File: src/rtl/msf_second_sync_if.sv
`default_nettype none
// ============================================================================
// Module      : msf_second_sync_if
// Description : Signal bundle between the MSF second synchroniser and its
//               neighbours: the carrier input and the timebase/strobe outputs.
// Revision    : 1.0 - initial release
// ============================================================================
interface msf_second_sync_if #(
    parameter int TICKS_PER_SEC = 1000
);
    localparam int W = $clog2(TICKS_PER_SEC);

    logic         carrier_i;   // synchronised, debounced carrier (1 = on)
    logic         second_o;    // one-cycle pulse as ms_o becomes 0
    logic [W-1:0] ms_o;        // millisecond within the second
    logic         sample_a_o;  // mid bit-A strobe (locked only)
    logic         sample_b_o;  // mid bit-B strobe (locked only)
    logic         locked_o;    // LOCKED or HOLDOVER
    logic [1:0]   state_o;     // HUNT=0, LOCKING=1, LOCKED=2, HOLDOVER=3

    // Drives the carrier, consumes the timebase.
    modport master (
        output carrier_i,
        input  second_o, ms_o, sample_a_o, sample_b_o, locked_o, state_o
    );

    // The synchroniser itself.
    modport slave (
        input  carrier_i,
        output second_o, ms_o, sample_a_o, sample_b_o, locked_o, state_o
    );
endinterface
`default_nettype wire

File: src/rtl/msf_second_sync.sv
`default_nettype none
// ============================================================================
// Module      : msf_second_sync
// Description : Locks the local 1 kHz millisecond/second timebase to MSF
//               second edges (carrier on->off), issues the second tick and,
//               while locked, the bit-A/bit-B sample strobes. Free-runs with
//               no signal.
//               Optional feature macro: MSF_SYNC_HOLDOVER_EN (adds HOLDOVER
//               state with a missed-edge budget of HOLDOVER_MAX seconds).
// Revision    : 1.0 - initial release
// ============================================================================
module msf_second_sync #(
    parameter int TICKS_PER_SEC = 1000,
    parameter int WINDOW_MS     = 20,
    parameter int LOCK_COUNT    = 3,
    parameter int HOLDOVER_MAX  = 8,
    parameter int SAMPLE_A_MS   = 150,
    parameter int SAMPLE_B_MS   = 250
) (
    input  logic             clk_i,
    input  logic             rst_ni,
    msf_second_sync_if.slave bus
);
    localparam int W  = $clog2(TICKS_PER_SEC);
    localparam int GW = $clog2(LOCK_COUNT + 1);

    localparam logic [W-1:0]  c_ms_last     = W'(TICKS_PER_SEC - 1);
    localparam logic [W-1:0]  c_early_start = W'(TICKS_PER_SEC - WINDOW_MS);
    localparam logic [W-1:0]  c_late_end    = W'(WINDOW_MS);
    localparam logic [W-1:0]  c_eval_ms     = W'(WINDOW_MS + 1);
    localparam logic [W-1:0]  c_sample_a    = W'(SAMPLE_A_MS);
    localparam logic [W-1:0]  c_sample_b    = W'(SAMPLE_B_MS);
    localparam logic [GW-1:0] c_good_one    = GW'(1);
    localparam logic [GW-1:0] c_good_last   = GW'(LOCK_COUNT - 1);

    // Reject configurations the window/lock logic cannot honour.
    generate
        if (WINDOW_MS >= SAMPLE_A_MS - 100) begin : g_bad_window
            $error("msf_second_sync: WINDOW_MS must be below SAMPLE_A_MS-100");
        end
        if (LOCK_COUNT < 2) begin : g_bad_lock
            $error("msf_second_sync: LOCK_COUNT must be at least 2");
        end
        if (HOLDOVER_MAX < 1) begin : g_bad_holdover
            $error("msf_second_sync: HOLDOVER_MAX must be at least 1");
        end
    endgenerate

    typedef enum logic [1:0] {
        S_HUNT     = 2'd0,
        S_LOCKING  = 2'd1,
        S_LOCKED   = 2'd2,
        S_HOLDOVER = 2'd3
    } state_t;

    state_t        r_state;
    logic [W-1:0]  r_ms;
    logic          r_second;
    logic [GW-1:0] r_good;
    logic          r_carrier_prev;
    logic          r_seen;

`ifdef MSF_SYNC_HOLDOVER_EN
    localparam int MW = $clog2(HOLDOVER_MAX + 1);
    localparam logic [MW-1:0] c_miss_one  = MW'(1);
    localparam logic [MW-1:0] c_miss_last = MW'(HOLDOVER_MAX - 1);
    logic [MW-1:0] r_miss;
`endif

    logic w_fall;
    logic w_early;
    logic w_late;
    logic w_in_win;
    logic w_eval;
    logic w_miss;
    logic w_adjust;
    logic w_locked;

    assign w_fall   = r_carrier_prev & ~bus.carrier_i;
    assign w_early  = (r_ms >= c_early_start);
    assign w_late   = (r_ms <= c_late_end);        // ms==0 counts as late
    assign w_in_win = w_early | w_late;
    assign w_eval   = (r_ms == c_eval_ms);         // window has just closed
    assign w_miss   = w_eval & ~r_seen;

    // Edges that move the phase: any edge while acquiring, in-window only once locked.
    always_comb begin
        w_adjust = 1'b0;
        case (r_state)
            S_HUNT, S_LOCKING: w_adjust = w_fall;
            default:           w_adjust = w_fall & w_in_win;
        endcase
    end

    // Millisecond counter, second tick, carrier history and window-seen flag.
    always_ff @(posedge clk_i or negedge rst_ni) begin
        if (!rst_ni) begin
            r_ms           <= '0;
            r_second       <= 1'b0;
            r_carrier_prev <= 1'b1;
            r_seen         <= 1'b0;
        end else begin
            r_carrier_prev <= bus.carrier_i;
            // A late edge lands at ms 0 of a second already ticked, so no second pulse.
            if (w_adjust && w_late) begin
                r_ms     <= W'(1);
                r_second <= 1'b0;
            end else if (w_adjust || (r_ms == c_ms_last)) begin
                r_ms     <= '0;
                r_second <= 1'b1;
            end else begin
                r_ms     <= r_ms + W'(1);
                r_second <= 1'b0;
            end
            // An adjusting edge sits at phase 0 afterwards, so it also counts as seen.
            if (w_adjust) begin
                r_seen <= 1'b1;
            end else if (w_eval) begin
                r_seen <= 1'b0;
            end
        end
    end

    // Acquisition / lock state machine.
    always_ff @(posedge clk_i or negedge rst_ni) begin
        if (!rst_ni) begin
            r_state <= S_HUNT;
            r_good  <= '0;
`ifdef MSF_SYNC_HOLDOVER_EN
            r_miss  <= '0;
`endif
        end else begin
            case (r_state)
                S_HUNT: begin
                    if (w_fall) begin
                        r_state <= S_LOCKING;
                        r_good  <= c_good_one;
                    end
                end
                S_LOCKING: begin
                    if (w_fall && w_in_win) begin
                        if (r_good == c_good_last) begin
                            r_state <= S_LOCKED;
                            r_good  <= '0;
                        end else begin
                            r_good <= r_good + c_good_one;
                        end
                    end else if (w_fall) begin
                        r_good <= c_good_one;      // restart on out-of-window edge
                    end else if (w_miss) begin
                        r_state <= S_HUNT;
                        r_good  <= '0;
                    end
                end
                S_LOCKED: begin
`ifdef MSF_SYNC_HOLDOVER_EN
                    if (w_adjust) begin
                        r_miss <= '0;
                    end else if (w_miss) begin
                        if (c_miss_last == '0) begin
                            r_state <= S_HUNT;
                            r_miss  <= '0;
                        end else begin
                            r_state <= S_HOLDOVER;
                            r_miss  <= c_miss_one;
                        end
                    end
`else
                    if (w_miss) begin
                        r_state <= S_HUNT;
                    end
`endif
                end
                S_HOLDOVER: begin
`ifdef MSF_SYNC_HOLDOVER_EN
                    if (w_adjust) begin
                        r_state <= S_LOCKED;
                        r_miss  <= '0;
                    end else if (w_miss) begin
                        if (r_miss == c_miss_last) begin
                            r_state <= S_HUNT;
                            r_miss  <= '0;
                        end else begin
                            r_miss <= r_miss + c_miss_one;
                        end
                    end
`else
                    r_state <= S_HUNT;
`endif
                end
                default: r_state <= S_HUNT;
            endcase
        end
    end

    assign w_locked       = (r_state == S_LOCKED) || (r_state == S_HOLDOVER);
    assign bus.second_o   = r_second;
    assign bus.ms_o       = r_ms;
    assign bus.state_o    = r_state;
    assign bus.locked_o   = w_locked;
    assign bus.sample_a_o = w_locked && (r_ms == c_sample_a);
    assign bus.sample_b_o = w_locked && (r_ms == c_sample_b);

endmodule
`default_nettype wire

File: src/flat_wrapper.sv
// flat-port wrapper written by rule: the top's interface ports become plain ports
module msf_second_sync_flat 
#(
    parameter int TICKS_PER_SEC = 1000,
    parameter int WINDOW_MS     = 20,
    parameter int LOCK_COUNT    = 3,
    parameter int HOLDOVER_MAX  = 8,
    parameter int SAMPLE_A_MS   = 150,
    parameter int SAMPLE_B_MS   = 250
)
  (clk_i, rst_ni, bus_carrier_i, bus_second_o, bus_ms_o, bus_sample_a_o, bus_sample_b_o, bus_locked_o, bus_state_o);
  msf_second_sync_if #(.TICKS_PER_SEC(TICKS_PER_SEC)) bus_i ();
  input  logic clk_i;
  input  logic rst_ni;
  input wire logic [$bits(bus_i.carrier_i)-1:0] bus_carrier_i;
  output wire logic [$bits(bus_i.second_o)-1:0] bus_second_o;
  output wire logic [$bits(bus_i.ms_o)-1:0] bus_ms_o;
  output wire logic [$bits(bus_i.sample_a_o)-1:0] bus_sample_a_o;
  output wire logic [$bits(bus_i.sample_b_o)-1:0] bus_sample_b_o;
  output wire logic [$bits(bus_i.locked_o)-1:0] bus_locked_o;
  output wire logic [$bits(bus_i.state_o)-1:0] bus_state_o;
  assign bus_i.carrier_i = bus_carrier_i;
  assign bus_second_o = bus_i.second_o;
  assign bus_ms_o = bus_i.ms_o;
  assign bus_sample_a_o = bus_i.sample_a_o;
  assign bus_sample_b_o = bus_i.sample_b_o;
  assign bus_locked_o = bus_i.locked_o;
  assign bus_state_o = bus_i.state_o;
  msf_second_sync #(.TICKS_PER_SEC(TICKS_PER_SEC), .WINDOW_MS(WINDOW_MS), .LOCK_COUNT(LOCK_COUNT), .HOLDOVER_MAX(HOLDOVER_MAX), .SAMPLE_A_MS(SAMPLE_A_MS), .SAMPLE_B_MS(SAMPLE_B_MS)) u_core (.clk_i(clk_i), .rst_ni(rst_ni), .bus(bus_i));
endmodule
File: config.mk
export PLATFORM = sky130hd
export DESIGN_NAME = msf_second_sync_flat
export DESIGN_NICKNAME = d
export VERILOG_FILES = /design/src/rtl/msf_second_sync_if.sv /design/src/rtl/msf_second_sync.sv /design/src/flat_wrapper.sv
export SDC_FILE = /design/constraint.sdc
export NUM_CORES = 1
export LEC_CHECK = 0
export CORE_MARGIN = 2
export CORE_UTILIZATION = 50
export CTS_CLUSTER_DIAMETER = 120
export CTS_CLUSTER_SIZE = 14
export DETAILED_ROUTE_END_ITERATION = 7
export PLACE_DENSITY = 0.75
export SLEW_MARGIN = 25
export SYNTH_ARGS = -nofsm -noshare
export SYNTH_HDL_FRONTEND = slang
export SYNTH_SLANG_ARGS = --single-unit
File: constraint.sdc
create_clock -name clk_i -period 4.3 [get_ports clk_i]
set_input_delay 1.075 -clock clk_i [delete_from_list [all_inputs] [get_ports clk_i]]
set_output_delay 1.075 -clock clk_i [all_outputs]
set_load 0.05 [all_outputs]
; Word-level counts from Yosys, hierarchy flattened
; Index checks and enable logic that the tools add are counted.
[word_totals]
reg_bits = 17
inputBits = 3
out_inout_bits = 16
wordCells = 58
[op_classes]
n_addsub = 2
order_cmp = 2
n_eq_ne = 12
n_mux = 18
n_bitwise = 6
reduce_logical = 12
[op_table]
columns = cell, n
row1 = "10-bit by 8-bit == test with 1-bit output, second input constant", 2
row2 = 10-bit two-way mux, 2
row3 = 2-bit two-way mux, 9
row4 = "10-bit by 1-bit adder with 10-bit output, second input constant", 1
row5 = "10-bit == test, second input constant", 1
row6 = "10-bit by 5-bit == test with 1-bit output, second input constant", 1
row7 = "10-bit >= comparator, second input constant", 1
row8 = "10-bit by 5-bit <= comparator with 1-bit output, second input constant", 1
row9 = 2-bit case mux with 4 select lines, 1
row10 = "2-bit == test, second input constant", 3
row11 = "3-bit inequality test, second input constant", 2
row12 = 3-bit AND reduction, 2
row13 = 1-bit two-way mux, 5
row14 = 1-bit logical AND, 4
row15 = "4-bit by 1-bit inequality test with 1-bit output, second input constant", 1
row16 = 2-bit case mux with 2 select lines, 1
row17 = 2-bit nonzero test, 2
row18 = 1-bit AND, 3
row19 = "2-bit by 1-bit adder with 2-bit output, second input constant", 1
row20 = "2-bit by 1-bit == test with 1-bit output, second input constant", 1
row21 = 2-bit zero test, 1
row22 = 1-bit logical OR, 2
row23 = "2-bit by 1-bit inequality test with 1-bit output, second input constant", 1
row24 = 1-bit NOT, 2
row25 = other kinds (2), 2

; Logic depth before layout (Yosys ltp)
; Gate-level depths: netlist of the first run.
[logic_depth]
ltp_word = 7
depth_mapped = 7

; Worst setup path before layout of the first run
; OpenSTA, ideal clock, no wires.
[synth_timing]
path_type = flip-flop to output port
startpoint = reg u_core.r_ms[1] (netlist: u_core.bus.ms_o[1])
endpoint = out bus_sample_a_o
arrival_time_ps = 2663
path_slack_ps = 562
stages_incl_launch_ff = 4
path_buffers = 0
path_cell_list = dfrtp_1 > ha_1 > nand3_1 > nor4b_1
[synth_via]
elab_chain_cells = 2
[synth_lines]
columns = element, line
row1 = "start, declared", msf_second_sync.sv:57  ; logic [W-1:0] r_ms;
row2 = "start signal, assigned", msf_second_sync.sv:112  ; r_ms <= r_ms + W'(1);
row3 = 10-bit by 8-bit == test with 1-bit output, msf_second_sync.sv:201  ; assign bus.sample_a_o = w_locked && (r_ms == c_sample_a);
row4 = 1-bit logical AND, msf_second_sync.sv:201
row5 = "end, declared", flat_wrapper.sv:18  ; output wire logic [$bits(bus_i.sample_a_o)-1:0] bus_sample_a_o;
; Every way passes these cells.

; Final worst setup path of the first run
[layout_timing]
startpoint = reg u_core.r_ms[9] (netlist: u_core.bus.ms_o[9])
endpoint = out bus_sample_a_o
; Same word-level chain as after synthesis.

==> results of run 1 <==
## final cells by class
cell class / count / area (um2) / share of cell area, %
multi-input combinational: 75 / 487 / 41.3
sequential: 17 / 427 / 36.2
timing repair buffer: 18 / 180 / 15.3
tap: 25 / 31.3 / 2.66
clock buffer: 4 / 26.3 / 2.23
inverter: 7 / 26.3 / 2.23
## metal layers
layer	up-vias	global-route usage, %
met5	-	0
met4	0	12.4
met3	5	5.28
met2	19	34.4
met1	383	27.6
li1	385	-
## state kept, by name (all words and copies together), names as in the netlist
| register | count |
|---|---|
| u_core.r_seen | 1 |
| u_core.r_carrier_prev | 1 |
| u_core.r_good | 2 |
| u_core.bus.second_o | 1 |
| u_core.bus.state_o | 2 |
| u_core.bus.ms_o | 10 |
## path summary, 6_finish.rpt
| check | slack [ps] | depth (start not counted) | end | startpoint |
|---|---|---|---|---|
| setup reg to reg | 2490 | 7 | u_core.bus.second_o$_DFF_PN0_ | u_core.bus.ms_o[0]$_DFF_PN0_ |
| hold / removal | 490 | 1 | u_core.r_seen$_DFFE_PN0P_ | u_core.r_seen$_DFFE_PN0P_ |
| min in group asynchronous | 1220 | 1 | u_core.bus.state_o[1]$_DFFE_PN0P_ | rst_ni |
| setup / recovery | 970 | 4 | bus_sample_a_o | u_core.bus.ms_o[9]$_DFF_PN0_ |
| hold reg to reg | 490 | 1 | u_core.r_seen$_DFFE_PN0P_ | u_core.r_seen$_DFFE_PN0P_ |
| max in group asynchronous | 2610 | 1 | u_core.bus.ms_o[5]$_DFF_PN0_ | rst_ni |
## power groups by stage
stage                     clock network [mW]  registers [mW]  logic (mW)
final                                 0.0837           0.239       0.220
after global routing                  0.0972           0.247       0.237
after CTS                             0.0869           0.238       0.222
after detailed placement                   0           0.242       0.220
after global placement                     0           0.239       0.219
after floorplan                            0           0.300      0.0960
## stage by stage
stage	cells	utilization [%]	worst slack (ps)
final	146	66.7	975
after global routing	146	66.7	820
after CTS	146	66.7	975
after detailed placement	142	65.2	1330
after global placement	142	65.2	1330
after floorplan	101	-	562
## placed cells by master (no fill, tap or decap), types with 2 or more instances in the layout
cell / count
clkbuf_4: 3
nand3_1: 7
nand2_1: 6
and3_1: 2
inv_1: 7
nor3_1: 3
xnor2_1: 6
dfrtp_1: 16
clkdlybuf4s50_1: 18
nor2_2: 2
or4_1: 2
nand4_1: 2
a21oi_1: 3
nor2b_1: 3
ha_1: 4
nor2_1: 16
xor2_1: 2
## kinds of logic after synthesis
group	Yosys count
AOI/OAI and AO/OA	13
xor gates and xnor gates	8
adders and majority gates	4
buffers and inverters	9
DFF	17
muxes	1
and+or+nand+nor	49
==> metrics.csv, run 1 <==
stage,metric,value,unit
outcome,outcome,completed,
setup_path,path_delay_family,buffers and inverters,
clock_network,cts_tree,yes,
clock_network,cts.sinks,17,
setup_path,slowest_stage,clkdlybuf4s50_1,
clock_network,htree_levels,1,
clock_network,clk_path_buf_depth,2,
grt,grt_pass1_vias,754,
timing,finalHoldViolCount,0,
synthesis,synth-adder-area-share,5.24,%
placement,placedInstanceArea,1150,um2
synthesis,synthSimpleGateAreaFrac,26.9,%
routing,wl,2020,um
timing,setup_tns,0,ps
power_and_ir_drop,intPower,307,uW
setup_path,crit_chain,nor2_1 -> nand3_1 -> nor4b_1 -> clkdlybuf4s50_1,
die,die_h,47.7,um
setup_path,worst-endpoint-arrival,2250,ps
die,row_count,15,
routing,drc,0,
clock_network,root_buffer,clkbuf_4,
clock_network,ctsResizeCount,0,
job,maxCapViolCount,0,
clock_network,post-cts-setup-buffers,0,
routing,drt_iter0_drc,12,
grt,antenna_found_initial,0,
timing,whs,493,ps
clock_network,clock_latency,290,ps
synthesis,yosys-top-cells-area,"dfrtp_1 (42%), nor2_1 (6.3%), xnor2_1 (5.5%), ha_1 (5.2%), nand3_1 (3.7%)",
placement,port_buffers,18,
timing,clock_skew,0.834,ps
timing,max-slew-margin-rel,49.5,%
timing,period_minus_slack,3330,ps
finish,insertedDiodeCount,0,
placement,gp_congestion,0.823,
power_and_ir_drop,p_seq_share,44.1,%
setup_path,critPathCaptureType,primary output,
power_and_ir_drop,power_density,461,nW/um2
synthesis,synth_fp_nets,108,
synthesis,syn-instance-count,101,
grt,overflow,0,
synthesis,synth-compound-area-share,10.4,%
timing,setup_viol,0,
finish,area_growth_syn_to_layout,23.3,%
clock_network,cts_buffers,3,
synthesis,synth_top_area_share,41.9,%
routing,routed-wl-met3,66,um
setup_path,worst-path-buf-inv,1,
power_and_ir_drop,power.switching,236,uW
finish,layout.nets,129,
clock_network,clk_pin_slew,90,ps
setup_path,cp_slowest_stage_delay,850,ps
die,die_w,47.7,um
die,core_area,1760,um2
routing,route.met2.wl,999,um
power_and_ir_drop,vdd_ir_drop_max,0.355,mV
synthesis,synth_edf_count,0,
synthesis,ys.flop_type,dfrtp_1,
clock_network,holdBufCountCts,0,
synthesis,async_flop_share,100,%
grt,track_usage,22.0,%
synthesis,synth_top_family_by_area,simple AND/OR/NAND/NOR gates,
routing,vias,792,
timing,rsz0062_at_grt,false,
routing,ant_nets,0,
die,dieArea,2270,um2
finish,fin_area,1180,um2
synthesis,muxShareOfSynthArea,1.18,%
setup_path,cp-start-kind,flop,
synthesis,ys_seq_area_share,44.7,%
routing,drt-pass1-iter-count,4,
power_and_ir_drop,p_leak,0.497,nW
die,initial_utilization,54.1,%
timing,slew_violations,0,
routing,maxUsedRoutingLayer,met4,
placement,dp_hpwl,1490,um
setup_path,cp_max_fo,4,
synthesis,yosys_warnings,0,
grt,grt_pass1_wl,3350,um
setup_path,required,3220,ps
power_and_ir_drop,clock_power_share,15.4,%
worst_hold_path,hold_class,flop to flop,
synthesis,ys_ff_latch,17,
finish,fillerInstances,157,
synthesis,synthXorXnorAreaFrac,7.34,%
routing,m1WireLength,910,um
power_and_ir_drop,combPwrFrac,40.5,%
timing,fmaxAchievable,301,MHz
synthesis,synth_cell_types,35,
setup_path,crit_type,flop to primary output,
timing,worst_pin_slew,755,ps
grt,grt_max_degree,18,
routing,vias_per_cell,5.42,
finish,drive_above_1_share,9.09,%
power_and_ir_drop,power,543,uW
power_and_ir_drop,swShare,43.5,%
timing,finalCritPeriodShare,77.3,%
synthesis,synth_area,955,um2
synthesis,yosysTopAreaCell,dfrtp_1,
routing,post_drt_wl_per_cell,13.8,um
synthesis,yosys-top-cells-count,"dfrtp_1 (16), nor2_1 (16), inv_1 (7), nand3_1 (7)",
synthesis,syn_avg_cell_area,9.45,um2
die,io_pins,19,
(Power assumes the default switching activity.)
==> run 2: changes to the inputs <==
--- a/config.mk
+++ b/config.mk
@@ -6,11 +6,11 @@
 export NUM_CORES = 1
 export LEC_CHECK = 0
 export CORE_MARGIN = 2
-export CORE_UTILIZATION = 50
+export CORE_UTILIZATION = 45
 export CTS_CLUSTER_DIAMETER = 120
 export CTS_CLUSTER_SIZE = 14
 export DETAILED_ROUTE_END_ITERATION = 7
-export PLACE_DENSITY = 0.75
+export PLACE_DENSITY = 0.71
 export SLEW_MARGIN = 25
 export SYNTH_ARGS = -nofsm -noshare
 export SYNTH_HDL_FRONTEND = slang
==> constraint.sdc (replaced) <==
create_clock -name clk_i -period 2.9 [get_ports clk_i]
set_input_delay 0.725 -clock clk_i [delete_from_list [all_inputs] [get_ports clk_i]]
set_output_delay 0.725 -clock clk_i [all_outputs]
set_load 0.05 [all_outputs]
==> run 2 against run 1 <==
  * Combinational power up 49%
  * Sequential power is 50% higher
  * Global-route usage fell by 4.2 points
  * Largest power group unchanged
  * Hold slack worse by 2.9 ps
  * Count of clock-buffer cells in the layout down 1
  * Sequential share of layout area shrank 0.31 points
  * Core utilization decreased by 6.8 points
  * Register-to-register slack worse by 1400 ps
  * Non-clock buffer count unchanged
==> metrics.csv, run 2 (same netlist as run 1, synthesis figures left out) <==
stage,metric,value,unit
finish,drive_above_1_share,13.2,%
clock_network,clk_pin_slew,110,ps
finish,fin_area,1190,um2
setup_path,critPathCaptureType,primary output,
power_and_ir_drop,p_leak,0.504,nW
die,core_area,1980,um2
routing,wl,2010,um
placement,port_buffers,18,
timing,whs,490,ps
clock_network,clk_path_buf_depth,2,
timing,setup_tns,0,ps
power_and_ir_drop,power,816,uW
finish,final_cell_mix,"nor2_1 (16), clkdlybuf4s50_1 (16), dfrtp_1 (16)",
die,dieArea,2510,um2
setup_path,required,2170,ps
routing,post_drt_wl_per_cell,13.6,um
routing,drc,0,
setup_path,crit_type,flop to primary output,
routing,vias_per_cell,5.32,
timing,fmaxAchievable,416,MHz
clock_network,htree_levels,1,
grt,grt_max_degree,18,
setup_path,crit_chain,clkdlybuf4s50_1,
clock_network,cts_buffers,3,
job,maxCapViolCount,0,
grt,grt_pass1_wl,3350,um
timing,rsz0062_at_grt,false,
finish,insertedDiodeCount,0,
grt,track_usage,17.8,%
placement,gp_congestion,0.771,
worst_hold_path,hold_class,flop to flop,
placement,dp_hpwl,1470,um
finish,layout.nets,129,
timing,finalHoldViolCount,0,
setup_path,cp-start-kind,flop,
routing,vias,788,
timing,slew_violations,0,
clock_network,holdBufCountCts,0,
clock_network,clock_latency,300,ps
outcome,outcome,completed,
grt,overflow,0,
clock_network,post-cts-setup-buffers,0,
clock_network,root_buffer,clkbuf_4,
timing,max-slew-margin-rel,48.9,%
setup_path,cp_slowest_stage_delay,870,ps
timing,finalCritPeriodShare,83.0,%
finish,post-route-util,59.9,%
clock_network,ctsResizeCount,0,
setup_path,slowest_stage,clkdlybuf4s50_1,
timing,period_minus_slack,2410,ps
timing,clock_skew,14.3,ps
grt,antenna_found_initial,0,
clock_network,cts.sinks,17,
setup_path,worst-endpoint-arrival,1680,ps
routing,ant_nets,0,
finish,largest_reg_flops,10,
die,initial_utilization,48.2,%
timing,worst_pin_slew,764,ps
clock_network,cts_tree,yes,
grt,grt_pass1_vias,751,
routing,drt-pass1-iter-count,4,
setup_path,worst-path-buf-inv,1,
power_and_ir_drop,vdd_ir_drop_max,0.447,mV
placement,placedInstanceArea,1160,um2
timing,setup_viol,0,
setup_path,cp_max_fo,9,
routing,drt_iter0_drc,13,
die,io_pins,19,
finish,area_growth_syn_to_layout,24.4,%
power_and_ir_drop,power_density,687,nW/um2
die,row_count,16,
die,die_w,50.1,um
setup_path,path_delay_family,buffers and inverters,
die,die_h,50.1,um
run 2: through the flow:
step / std cells / setup slack [ps]
6_report: 148 / 493
5_1_grt: 148 / 379
4_1_cts: 148 / 481
3_5_place_dp: 144 / 668
3_3_place_gp: 144 / 717
2_1_floorplan: 101 / 172
run 2: layout make-up:
| type | count | area, um2 |
|---|---|---|
| fillers | 168 | 795 |
| inverters | 7 | 26.3 |
| well taps | 27 | 33.8 |
| clock buffers | 3 | 22.5 |
| repair buffers | 18 | 175 |
| flip-flops and latches | 17 | 427 |
| clock inverters | 1 | 5.00 |
| multi-input cells | 75 | 498 |
run 2: final timing paths:
kind / slack [ps] / start / cells after the start / end
max in group asynchronous: 1550 / rst_ni / 1 / u_core.bus.ms_o[5]$_DFF_PN0_
max: 490 / u_core.bus.ms_o[3]$_DFF_PN0_ / 1 / bus_ms_o[3]
min: 490 / u_core.r_seen$_DFFE_PN0P_ / 1 / u_core.r_seen$_DFFE_PN0P_
max reg2reg: 1090 / u_core.bus.ms_o[0]$_DFF_PN0_ / 6 / u_core.bus.ms_o[5]$_DFF_PN0_
min in group asynchronous: 860 / rst_ni / 1 / u_core.r_seen$_DFFE_PN0P_
min reg2reg: 490 / u_core.r_seen$_DFFE_PN0P_ / 1 / u_core.r_seen$_DFFE_PN0P_
run 2: report_power, final:
| part | internal [mW] | total, mW | switching, mW | leakage (nW) |
|---|---|---|---|---|
| sequential | 0.282 | 0.358 | 0.0762 | 0.215 |
| clock | 0.0513 | 0.130 | 0.0787 | 0.0177 |
| combinational | 0.119 | 0.327 | 0.208 | 0.272 |
run 2: routing by layer:
layer  track usage, %  share of wire [%]  up-vias
li1                 -                  -      388
met5                0                  0        -
met4             2.78               0.50        0
met1             22.3                 44      371
met2             29.4                 49       27
met3             6.67                6.1        2
